### config.mk
export PLATFORM = sky130hd
export DESIGN_NAME = bcd_timer
export DESIGN_NICKNAME = d
export VERILOG_FILES = /design/src/rtl/timer_pkg.sv /design/src/rtl/bcd_digit.sv /design/src/rtl/bcd_timer.sv
export SDC_FILE = /design/constraint.sdc
export NUM_CORES = 1
export LEC_CHECK = 0
export ABC_AREA = 1
export CAP_MARGIN = 15
export CORE_MARGIN = 2
export CORE_UTILIZATION = 45
export CTS_CLUSTER_DIAMETER = 120
export DETAILED_ROUTE_END_ITERATION = 10
export GPL_TIMING_DRIVEN = 0
export PLACE_DENSITY = 0.73
export SLEW_MARGIN = 20
export SYNTH_ARGS = -nofsm -noshare
export SYNTH_HDL_FRONTEND = slang
export SYNTH_HIERARCHICAL = 1
export SYNTH_SLANG_ARGS = --single-unit
### constraint.sdc
create_clock -name clk -period 6 [get_ports clk]
set_input_delay 1.8 -clock clk [delete_from_list [all_inputs] [get_ports clk]]
set_output_delay 1.8 -clock clk [all_outputs]
set_load 0.01 [all_outputs]
### src/rtl/timer_pkg.sv
// Shared types and helpers for the BCD stopwatch/countdown timer.
package timer_pkg;

  typedef enum logic [1:0] {
    IDLE    = 2'd0,
    RUN     = 2'd1,
    EXPIRED = 2'd2
  } timer_state_t;

  localparam logic [3:0] BCD_MAX = 4'd9;

  // Clamp an arbitrary nibble into the legal BCD range.
  function automatic logic [3:0] bcd_sat(input logic [3:0] d);
    return (d > BCD_MAX) ? BCD_MAX : d;
  endfunction

endpackage

### src/rtl/bcd_digit.sv
// One BCD digit of the timer count; steps only when the lower digits ripple into it.
module bcd_digit
  import timer_pkg::*;
(
  input  logic       clk,
  input  logic       rst_n,
  input  logic       step,
  input  logic       up,
  input  logic       cin,
  input  logic       set,
  input  logic [3:0] set_val,
  input  logic       zero,
  output logic [3:0] q,
  output logic       cout
);

  // Carry (up) or borrow (down) passes on when this digit is about to roll over.
  assign cout = cin & (up ? (q == BCD_MAX) : (q == 4'd0));

  // NOTE: state registers use non-blocking assignments so every flop samples pre-edge values.
  always_ff @(posedge clk or negedge rst_n) begin
    if (!rst_n) begin
      q <= 4'd0;
    end else if (zero) begin
      q <= 4'd0;
    end else if (set) begin
      q <= set_val;
    end else if (step && cin) begin
      if (up) q <= (q == BCD_MAX) ? 4'd0 : q + 4'd1;
      else    q <= (q == 4'd0) ? BCD_MAX : q - 4'd1;
    end
  end

endmodule

### src/rtl/bcd_timer.sv
// BCD stopwatch/countdown timer: run-gated prescaler, FSM, BCD digit chain,
// terminal-count pulse and lap-hold display register.
module bcd_timer
  import timer_pkg::*;
#(
  parameter int DIV    = 100_000,
  parameter int DIGITS = 4
) (
  input  logic                  clk,
  input  logic                  rst_n,
  input  logic                  en,
  input  logic                  up,
  input  logic                  wrap,
  input  logic                  clear,
  input  logic                  load,
  input  logic [4*DIGITS-1:0]   load_val,
  input  logic                  lap,
  output logic [4*DIGITS-1:0]   count,
  output logic [4*DIGITS-1:0]   display,
  output logic                  tick,
  output logic                  tc,
  output logic [1:0]            state
);

  localparam int              PW       = $clog2(DIV);
  localparam logic [PW-1:0]   PRE_LAST = PW'(DIV - 1);

  timer_state_t  state_q;
  logic [PW-1:0] pre;
  logic          hold;
  logic [DIGITS:0] carry;
  logic          at_term;
  logic          lands_term;
  logic          step_en;
  logic          expire;

  assign state = state_q;
  assign tick  = (state_q == RUN) && (pre == PRE_LAST);

  assign carry[0] = 1'b1;
  assign at_term  = carry[DIGITS];

  // A stopped timer sitting on its terminal value does not step past it.
  assign step_en = tick & ~clear & ~load & ~(at_term & ~wrap);
  assign expire  = tick & ~clear & ~load & ~wrap & (at_term | lands_term);

  // NOTE: combinational blocks assign a default first so no latch is inferred.
  always_comb begin
    lands_term = 1'b1;
    for (int i = 0; i < DIGITS; i++) begin
      if (i == 0) lands_term &= (count[3:0] == (up ? 4'd8 : 4'd1));
      else        lands_term &= (count[4*i +: 4] == (up ? BCD_MAX : 4'd0));
    end
  end

  for (genvar i = 0; i < DIGITS; i++) begin : g_digit
    logic [3:0] sat_val;
    assign sat_val = bcd_sat(load_val[4*i +: 4]);

    bcd_digit u_digit (
      .clk     (clk),
      .rst_n   (rst_n),
      .step    (step_en),
      .up      (up),
      .cin     (carry[i]),
      .set     (load),
      .set_val (sat_val),
      .zero    (clear),
      .q       (count[4*i +: 4]),
      .cout    (carry[i+1])
    );
  end

  // NOTE: every control register resets asynchronously so reset acts mid-run without a clock edge.
  always_ff @(posedge clk or negedge rst_n) begin
    if (!rst_n) begin
      state_q <= IDLE;
    end else begin
      case (state_q)
        IDLE:    if (en) state_q <= RUN;
        RUN:     if (expire) state_q <= EXPIRED;
                 else if (!en) state_q <= IDLE;
        EXPIRED: if (clear || load) state_q <= IDLE;
        default: state_q <= IDLE;
      endcase
    end
  end

  always_ff @(posedge clk or negedge rst_n) begin
    if (!rst_n) begin
      pre <= '0;
    end else if (state_q != RUN || clear || load || pre == PRE_LAST) begin
      pre <= '0;
    end else begin
      pre <= pre + 1'b1;
    end
  end

  always_ff @(posedge clk or negedge rst_n) begin
    if (!rst_n) tc <= 1'b0;
    else        tc <= step_en & lands_term;
  end

  // While not holding, display trails count by one edge; the 0->1 edge of hold
  // therefore captures the count present at the lap pulse.
  always_ff @(posedge clk or negedge rst_n) begin
    if (!rst_n) begin
      hold    <= 1'b0;
      display <= '0;
    end else begin
      if (!hold) display <= count;
      if (clear)    hold <= 1'b0;
      else if (lap) hold <= ~hold;
    end
  end

endmodule

# --- Word level (Yosys, flattened, before mapping) ---
# Index checks and enable logic that the tools add are counted.
classes:
  add_sub_neg: 9
  n_eq_ne: 15
  mul: 0
  reduce_logical: 19
  mux: 42
  shifts: 0
  div_mod_pow: 0
  magnitude_cmp: 4
  n_bitwise: 19
op_table:
  columns: ["cell", "n"]
  rows:
  - ["two-way mux 4 bit", 30]
  - ["adder 17 x 1 -> 17 bit, second input constant", 1]
  - ["equality test 17 bit, second input constant", 1]
  - ["two-way mux 17 bit", 1]
  - ["adder 4 x 1 -> 4 bit, second input constant", 4]
  - ["equality test 4 bit", 4]
  - ["equality test 4 bit, second input constant", 4]
  - ["> comparator 4 bit, second input constant", 4]
  - ["logical NOT 4 bit", 4]
  - ["subtractor 4 x 1 -> 4 bit, second input constant", 4]
  - ["bitwise AND 1 bit", 13]
  - ["nonzero test 3 bit", 4]
  - ["two-way mux 2 bit", 4]
  - ["two-way mux 1 bit", 6]
  - ["one-hot mux 2 bit (3 select lines)", 1]
  - ["inverter 1 bit", 5]
  - ["logical AND 1 bit", 4]
  - ["logical OR 1 bit", 4]
  - ["inequality test 2 bit, second input constant", 2]
  - ["inequality test 3 bit, second input constant", 1]
  - ["AND reduction 3 bit", 1]
  - ["equality test 2 x 1 -> 1 bit, second input constant", 1]
  - ["equality test 2 bit, second input constant", 1]
  - ["logical NOT 2 bit", 1]
  - ["3 further kinds", 3]
word_totals:
  ff_bits: 53
  word_cells: 117
  latchBits: 0
  ram_bits: 0
  rom_bits: 0
  memories: 0

# --- Longest topological paths before layout ---
# Gate-level depths: netlist of the first run.
logic_depth:
  depth_word: 12
  ltp_mapped: 16
  mapped_depth_nobuf: 16

# --- Modules after synthesis ---
# The synthesis of the first run kept the hierarchy.
by_module_without_submodules:
  columns: ["mod", "area_per_inst_um2", "instances", "cells_each"]
  rows:
  - ["bcd_timer", 1973.1, 1, 254]
  - ["bcd_digit", 476.7, 4, 76]

# --- Worst setup path after synthesis of the first run ---
# Ideal clock, no wire load.
synth_path:
  path_type: "in2reg"
  start: "input port up"
  end: "register g_digit[0].u_digit.q[2]"
  t_required_ns: 5.878
  path_slack_ns: 2.563
  arrival_ns: 3.315
  cell_stages: 13
  setup_ns: 0.122
  path_cell_list: "inv_2 > nand3_2 > a21boi_1 > a21boi_1 > a21boi_1 > a21boi_1 > inv_1 > nor2_1 > nor2_1 > nand2_1 > nand3_1 > a21oi_1 > a21oi_2"
synth_via:
  elab_chain_cells: 8
  elab_cells_between_ends: 15
synth_rtl:
  columns: ["item", "line", "source"]
  rows:
  - ["start, declared", "bcd_timer.sv:12", "input logic up,"]
  - ["two-way mux 1 bit", "bcd_digit.sv:18", "assign cout = cin & (up ? (q == BCD_MAX) : (q == 4'd0));"]
  - ["via carry[1]", "bcd_timer.sv:31", "logic [DIGITS:0] carry;"]
  - ["bitwise AND 1 bit", "bcd_digit.sv:18", null]
  - ["via carry[2]", "bcd_timer.sv:31", null]
  - ["bitwise AND 1 bit", "bcd_digit.sv:18", null]
  - ["via carry[3]", "bcd_timer.sv:31", null]
  - ["bitwise AND 1 bit", "bcd_digit.sv:18", null]
  - ["via at_term", "bcd_timer.sv:32", "logic at_term;"]
  - ["bitwise AND 1 bit", "bcd_timer.sv:44", "assign step_en = tick & ~clear & ~load & ~(at_term & ~wrap);"]
  - ["inverter 1 bit", "bcd_timer.sv:44", null]
  - ["bitwise AND 1 bit", "bcd_timer.sv:44", null]
  - ["via step_en", "bcd_timer.sv:34", "logic step_en;"]
  - ["nonzero test 3 bit (no source line)", null, null]
  - ["end signal, assigned", "bcd_digit.sv:27", "q <= set_val;"]
  - ["end signal, assigned", "bcd_digit.sv:29", "if (up) q <= (q == BCD_MAX) ? 4'd0 : q + 4'd1;"]
  - ["end signal, assigned", "bcd_digit.sv:30", "else q <= (q == 4'd0) ? BCD_MAX : q - 4'd1;"]
  - ["end, declared", "bcd_digit.sv:13", "output logic [3:0] q,"]
# The timed path passes the listed nets, and every way through them passes these cells. The select of a mux whose other input is x is not followed.
# A chain may end at the register's enable or synchronous reset.

# --- Worst setup path in the final report of the first run ---
layout_path:
  start: "input port up"
  end: "register g_digit[2].u_digit.q[2]"
layout_via:
  elab_chain_cells: 9
  elab_cells_between_ends: 16
layout_rtl:
  columns: ["item", "line", "source"]
  rows:
  - ["two-way mux 1 bit", "bcd_digit.sv:18", null]
  - ["via carry[1]", "bcd_timer.sv:31", null]
  - ["bitwise AND 1 bit", "bcd_digit.sv:18", null]
  - ["via carry[2]", "bcd_timer.sv:31", null]
  - ["bitwise AND 1 bit", "bcd_digit.sv:18", null]
  - ["via carry[3]", "bcd_timer.sv:31", null]
  - ["bitwise AND 1 bit", "bcd_digit.sv:18", null]
  - ["via at_term", "bcd_timer.sv:32", null]
  - ["bitwise AND 1 bit", "bcd_timer.sv:44", null]
  - ["inverter 1 bit", "bcd_timer.sv:44", null]
  - ["bitwise AND 1 bit", "bcd_timer.sv:44", null]
  - ["via step_en", "bcd_timer.sv:34", null]
  - ["logical AND 1 bit", "bcd_digit.sv:28", "end else if (step && cin) begin"]
  - ["nonzero test 3 bit (no source line)", null, null]
  - ["end signal, assigned", "bcd_digit.sv:27", null]
  - ["end signal, assigned", "bcd_digit.sv:29", null]
  - ["end signal, assigned", "bcd_digit.sv:30", null]
  - ["end, declared", "bcd_digit.sv:13", null]
# The timed path passes the listed nets, and every way through them passes these cells. The select of a mux whose other input is x is not followed.

==> flow_summary.ini, run 1 <==
[timing]
tightestPinTransition_ps = 1130
maxSlewHeadroom = 0.2443
finalSetupViolations = 0
timing.final.crit_share = 0.8386
finalHoldViolCount = 0
rsz0062_at_grt = no
clock_skew_ps = 14.15
tns_ps = 0
fmax_mhz = 198.7
slew_viol_final = 0
post-route-min-period_ps = 5032

[job]
cap_violations = 0

[cts]
cts_setup_buffers = 0
clock_latency_ps = 300
cts_buffers = 5
cts_root_buffer = clkbuf_8
path_clk_slew_ps = 100
cts_tree = built
clock_tree.buffer_depth = 2
h-tree-depth = 2
cts.repair.resized = 0
hold_buffers = 0
cts_num_sinks = 53

[run_status]
status = complete, no violations

[critical_path]
cp_cell_sequence = clkdlybuf4s50_1 -> nand4_2 -> a21boi_1 -> a21boi_1 -> a21boi_1 -> a21boi_1 -> inv_1 -> nor2_1 -> nor2_1 -> nand2_1 -> nand3_1 -> a21oi_1 -> a21oi_2
cp.arrival_ps = 5230
max_stage_delay_ps = 1220
cp-end-kind = flip-flop
reg2reg_from = g_digit[0].u_digit/q[0]
reg2reg_slack_ps = 2940
path_common_cell = a21boi_1
critPathKind = in2reg
cp-start-kind = primary input
critPathMaxFanout = 24
r2r_cells = 14
crit_slowest_cell = clkdlybuf4s50_1
required_ps = 6200
r2r_end = g_digit[2].u_digit/q[2]

[min_path]
holdCritStartpoint = pre[0]
whs_path_depth = 1
min_to = pre[0]
holdCritPathClass = reg2reg

[detailed_routing]
wire_per_inst_um = 12.16
vias = 3647
ant_nets = 0
routed_wl_um = 8889
drc = 0
viasPerCell = 4.989
drt_iter0_markers = 162
firstDrtPassIters = 4

[global_route]
overflow = 0
grt.total_usage = 0.1929
antenna_found_initial = 0
grt_pass1_vias = 3476
grt_pass1_wl_um = 15440
grt_max_degree = 54

[placed_design]
dp_hpwl_um = 6747
placed_area_mm2 = 0.004603
place.gp.congestion = 0.9476
port_buffers = 59

[floorplanning]
core_area_mm2 = 0.008299
die_w_um = 96.86
fp.dieH_um = 96.86
ios = 60
die_area_mm2 = 0.009381
start_util = 0.4675
rows = 33

[power]
pwr-share-clk = 0.232
internal_power_w = 0.0005806
p_leak_nw = 2.276
p_sw_frac = 0.3293
power_density_mw_per_mm2 = 184.7
comb_power_share = 0.289
power_frac_seq = 0.478
ir_drop_v = 0.0001114
switching_power_w = 0.0002851

[synth]
netlist_instances = 558
synth_area_mm2 = 0.003880
yosysSeqAreaShare = 0.3418
ys_ff_latch = 53
synth_cell_types = 34
syn_area_per_cell_um2 = 6.953
ys_warn_count = 6

[cells_and_area]
area_growth_syn_to_layout_pct = 20.80
drive_gt1_frac = 0.1294
nNetsFinal = 666
fin_area_mm2 = 0.004687
diodes = 0
[cells in the final DEF, fill, tap and decap left out, types with 5 or more instances in the layout]
cell type        Yosys  final
a21oi_1             24     24
buf_6                9      9
clkbuf_1             7      9
clkbuf_8             0      5
clkdlybuf4s50_1      0     58
dfrtp_1             53     53
ha_1                17     17
inv_1               59     59
inv_2               18     18
mux2_2               6      6
nand2_1            154    154
nand2_2              5      5
nand3_1             38     38
nand3_2             12     12
nor2_1              84     84
nor2_2               7      7
o21ai_0             15     15
o21ai_1              8      8
[how the worst max path moves through the flow]
stage	from	endpoint
floorplan	up	g_digit[0].u_digit/q[2]
global placement	up	g_digit[1].u_digit/q[2]
detailed placement	up	g_digit[1].u_digit/q[2]
CTS	up	g_digit[1].u_digit/q[2]
global route	up	g_digit[0].u_digit/q[2]
finish	up	g_digit[2].u_digit/q[2]
[power by group through the flow]
| stage | registers, W | logic, W | clock network, W |
|---|---|---|---|
| 2_1_floorplan | 0.000421 | 0.000139 | 0 |
| 3_3_place_gp | 0.000420 | 0.000245 | 0 |
| 3_5_place_dp | 0.000420 | 0.000250 | 0 |
| 4_1_cts | 0.000414 | 0.000251 | 0.000204 |
| 5_1_grt | 0.000418 | 0.000280 | 0.000219 |
| 6_report | 0.000414 | 0.000250 | 0.000201 |
[registers in the layout, summed over array words and instances (netlist names)]
register / flops
tc: 1
state: 2
pre: 17
g_digit.u_digit/q: 16
hold: 1
display: 16
[Yosys cell counts]
library cell / count / area (um2)
ha_1: 17 / 212.7
o21bai_1: 1 / 7.510
buf_6: 9 / 101.4
a21oi_1: 24 / 120.1
nand2_2: 5 / 31.28
nor3_4: 1 / 16.27
o21a_1: 1 / 7.510
inv_2: 18 / 67.56
or3_1: 1 / 6.260
a21oi_2: 4 / 35.03
xor2_1: 1 / 8.760
nand4_1: 3 / 18.77
o21ai_0: 15 / 75.07
nor3_2: 4 / 40.04
nand4_2: 4 / 50.05
nand2_1: 154 / 578.1
nor2_1: 84 / 315.3
nor2_2: 7 / 43.79
clkbuf_1: 7 / 26.28
inv_1: 59 / 221.5
o21ai_1: 8 / 40.04
a21boi_1: 4 / 30.03
mux2_2: 6 / 67.56
dfrtp_1: 53 / 1326
nand3_2: 12 / 120.1
nor3b_1: 1 / 7.510
o31ai_1: 1 / 7.510
nor3_1: 4 / 20.02
or2_2: 1 / 6.260
nor2_4: 3 / 33.78
nand3_1: 38 / 190.2
or2_1: 4 / 25.02
and2_1: 3 / 18.77
conb_1: 1 / 3.750
[worst max-delay path, delay by kind of cell]
| kind | cells | cell delay [ps] |
|---|---|---|
| compound gates | 6 | 1350 |
| simple gates | 5 | 770 |
| buf+inv | 2 | 1290 |
[cells by family (layout without fill, tap and decap cells)]
logic type / count (synthesis) / after routing / synth area share
adders and majority gates: 17 / 17 / 0.05482
buffers and inverters: 93 / 160 / 0.1074
muxes: 6 / 6 / 0.01741
AOI/OAI and AO/OA: 58 / 58 / 0.08320
and+or+nand+nor: 329 / 329 / 0.3921
DFF: 53 / 53 / 0.3418
xor gates and xnor gates: 1 / 1 / 0.002258
other: 1 / 2 / 0.0009665
[per-stage QoR]
stage | util | std cells | hold WS (ps) | setup WS, ps | power, W
2_1_floorplan | - | 559 | 431.0 | 2563 | 0.0005604
3_3_place_gp | 0.5550 | 723 | 448.1 | 703.9 | 0.0006649
3_5_place_dp | 0.5547 | 723 | 460.2 | 670.1 | 0.0006700
4_1_cts | 0.5648 | 731 | 472.3 | 995.4 | 0.0008688
5_1_grt | 0.5648 | 731 | 482.5 | 690.1 | 0.0009174
6_report | 0.5648 | 731 | 466.0 | 968.3 | 0.0008657
[metal layers]
| metal | track usage | share of wire | up-vias |
|---|---|---|---|
| met3 | 0.03035 | 0.053 | 8 |
| met1 | 0.2535 | 0.47 | 1660 |
| met4 | 0.03142 | 0.0079 | 0 |
| li1 | - | - | 1879 |
| met5 | 0 | 0 | - |
| met2 | 0.3408 | 0.47 | 100 |
[final cells by class]
class / count / area (um2)
plain buffers: 16 / 127.6
clock buffers: 7 / 76.32
clock inverters: 1 / 7.507
fillers: 766 / 3612
inverters: 77 / 289.0
multi-input cells: 413 / 2141
flip-flops and latches: 53 / 1326
well taps: 105 / 131.4
repair buffers: 59 / 588.1
Note: power is estimated with default switching activity, not from simulation.
==> run 2, diff against run 1 <==
Settings changed: PLACE_DENSITY 0.73 to 0.75.
Clock period 6 ns to 4.2 ns, I/O delays scaled along.
==> run 2 against run 1 <==
  * Via count is 3.4% higher
  * Global-route usage increased by 0.83 points
  * Design area up 0.67%
  * Critical path type unchanged
  * Largest power group unchanged
  * Highest routed layer unchanged
==> flow_summary.ini, run 2 (synthesis results as in run 1) <==
[placed_design]
port_buffers = 59
dp_hpwl_um = 7006
place.gp.congestion = 0.8834
dp_cells = 723

[timing]
finalSetupViolations = 0
timing.hold.ws_ps = 465.4
finalHoldViolCount = 0
rsz0062_at_grt = no
post-route-min-period_ps = 3585
tightestPinTransition_ps = 670.5
slew_viol_final = 0
timing.final.crit_share = 0.8535
clock_skew_ps = 11.95
maxSlewHeadroom = 0.5530
fmax_mhz = 278.9

[global_route]
grt_pass1_wl_um = 16120
use_met2 = 0.3611
overflow = 0
busiest_layer = met2
antenna_found_initial = 0
use_met3 = 0.03468
grt_pass1_vias = 3637
grt.total_usage = 0.2012
met1_usage = 0.2529
grt_max_degree = 54

[cells_and_area]
num-fill-cells = 759
final_common_cell = nand2_1
largest_reg_flops = 17
top_regs = pre (17), display (16), g_digit.u_digit/q (16)
layout_common_cells = nand2_1, nor2_1, inv_1
regMostFlops = pre
area_growth_syn_to_layout_pct = 21.61
fin_cells = 731
seq_area_mm2 = 0.001326
nNetsFinal = 666
multi_input_area_mm2 = 0.002141
diodes = 0
drive_gt1_frac = 0.1342

[cts]
clock_latency_ps = 310
cts_root_buffer = clkbuf_8
path_clk_slew_ps = 100
cts_tree = built
cts_setup_buffers = 0
hold_buffers = 0
cts_num_sinks = 53
clock_tree.buffer_depth = 2
cts_buffers = 5
h-tree-depth = 2

[min_path]
holdCritPathClass = reg2reg
whs_path_depth = 1

[run_status]
status = complete, no violations

[power]
switching_power_w = 0.0004177
comb_power_share = 0.272
ir_drop_v = 0.0002216
power_frac_seq = 0.446
p_sw_frac = 0.3160
power_density_mw_per_mm2 = 280.2
p_leak_nw = 2.295
pwr-share-clk = 0.282
internal_power_w = 0.0009044

[floorplanning]
core_area_mm2 = 0.008299
start_util = 0.4675
fp.dieH_um = 96.86
ios = 60
die_w_um = 96.86
die_area_mm2 = 0.009381
rows = 33

[detailed_routing]
drc = 0
routed_wl_um = 9131
wire_per_inst_um = 12.49
drt_iter0_markers = 147
ant_nets = 0
viasPerCell = 5.157
vias = 3770
firstDrtPassIters = 5

[critical_path]
cp-end-kind = flip-flop
critPathMaxFanout = 24
r2r_cells = 14
critPathKind = in2reg
cp.arrival_ps = 3790
required_ps = 4410
cp_cell_sequence = clkbuf_2 -> nand4_2 -> a21boi_1 -> a21boi_1 -> a21boi_1 -> a21boi_1 -> inv_1 -> nor2_1 -> nor2_1 -> nand2_1 -> nand3_1 -> a21oi_1 -> a21oi_2
crit_slowest_cell = clkbuf_2
max_stage_delay_ps = 470
cp-start-kind = primary input
path_common_cell = a21boi_1

[job]
cap_violations = 0
-- run 2: critical path: cells and delay by family --
| kind | cells | cell delay [ps] |
|---|---|---|
| AOI/OAI and AO/OA | 6 | 1240 |
| buffers and inverters | 2 | 540 |
| and+or+nand+nor | 5 | 730 |
-- run 2: final timing paths --
check	startpoint	end	slack, ps
min in group asynchronous	rst_n	g_digit[3].u_digit/q[1]	970
max in group asynchronous	rst_n	display[11]	2780
worst max-delay path	up	g_digit[1].u_digit/q[2]	620
worst min register to register	pre[0]	pre[0]	470
worst max register to register	g_digit[0].u_digit/q[0]	g_digit[1].u_digit/q[2]	1200
worst min-delay path	pre[0]	pre[0]	470
-- run 2: what timing repair did --
| item | 4_1_cts | 5_1_grt |
|---|---|---|
| gates resized for setup | 1 | 2 |
| hold endpoints to repair | 0 | 0 |
| setup endpoints to repair | 16 | 16 |
-- run 2: power by group through the flow --
stage                     sequential, W  combinational (W)  clock (W)
after floorplan                0.000601           0.000199          0
after global routing           0.000596           0.000403   0.000401
after global placement         0.000598           0.000352          0
after CTS                      0.000589           0.000362   0.000382
final                          0.000589           0.000359   0.000373
after detailed placement       0.000598           0.000360          0
-- run 2: metrics by stage --
step	cell area [um2]	TNS [ps]	total power (W)	util	worst slack, ps
4_1_cts	4722	0	0.001333	0.5690	109.3
5_1_grt	4718	0	0.001400	0.5685	369.4
3_3_place_gp	4606	-6271	0.0009500	0.5550	-477.1
2_1_floorplan	3884	0	0.0008006	-	1303
6_report	4718	0	0.001322	0.5685	615.1
3_5_place_dp	4603	-6808	0.0009584	0.5547	-503.8
-- run 2: routing by layer --
layer	vias to the layer above	wire [um]
li1	1877	-
met4	0	136
met2	87	4645
met3	14	348
met1	1792	4001
met5	-	0
-- run 2: layout make-up --
type                            instances  share of cell area
Sequential cell                        53              0.2811
Clock inverter                          2            0.007955
Inverter                               77             0.06126
Clock buffer                            6             0.01750
Multi-Input combinational cell        413              0.4537
Timing Repair Buffer                   59              0.1236
Buffer                                 16             0.02705
Tap cell                              105             0.02784
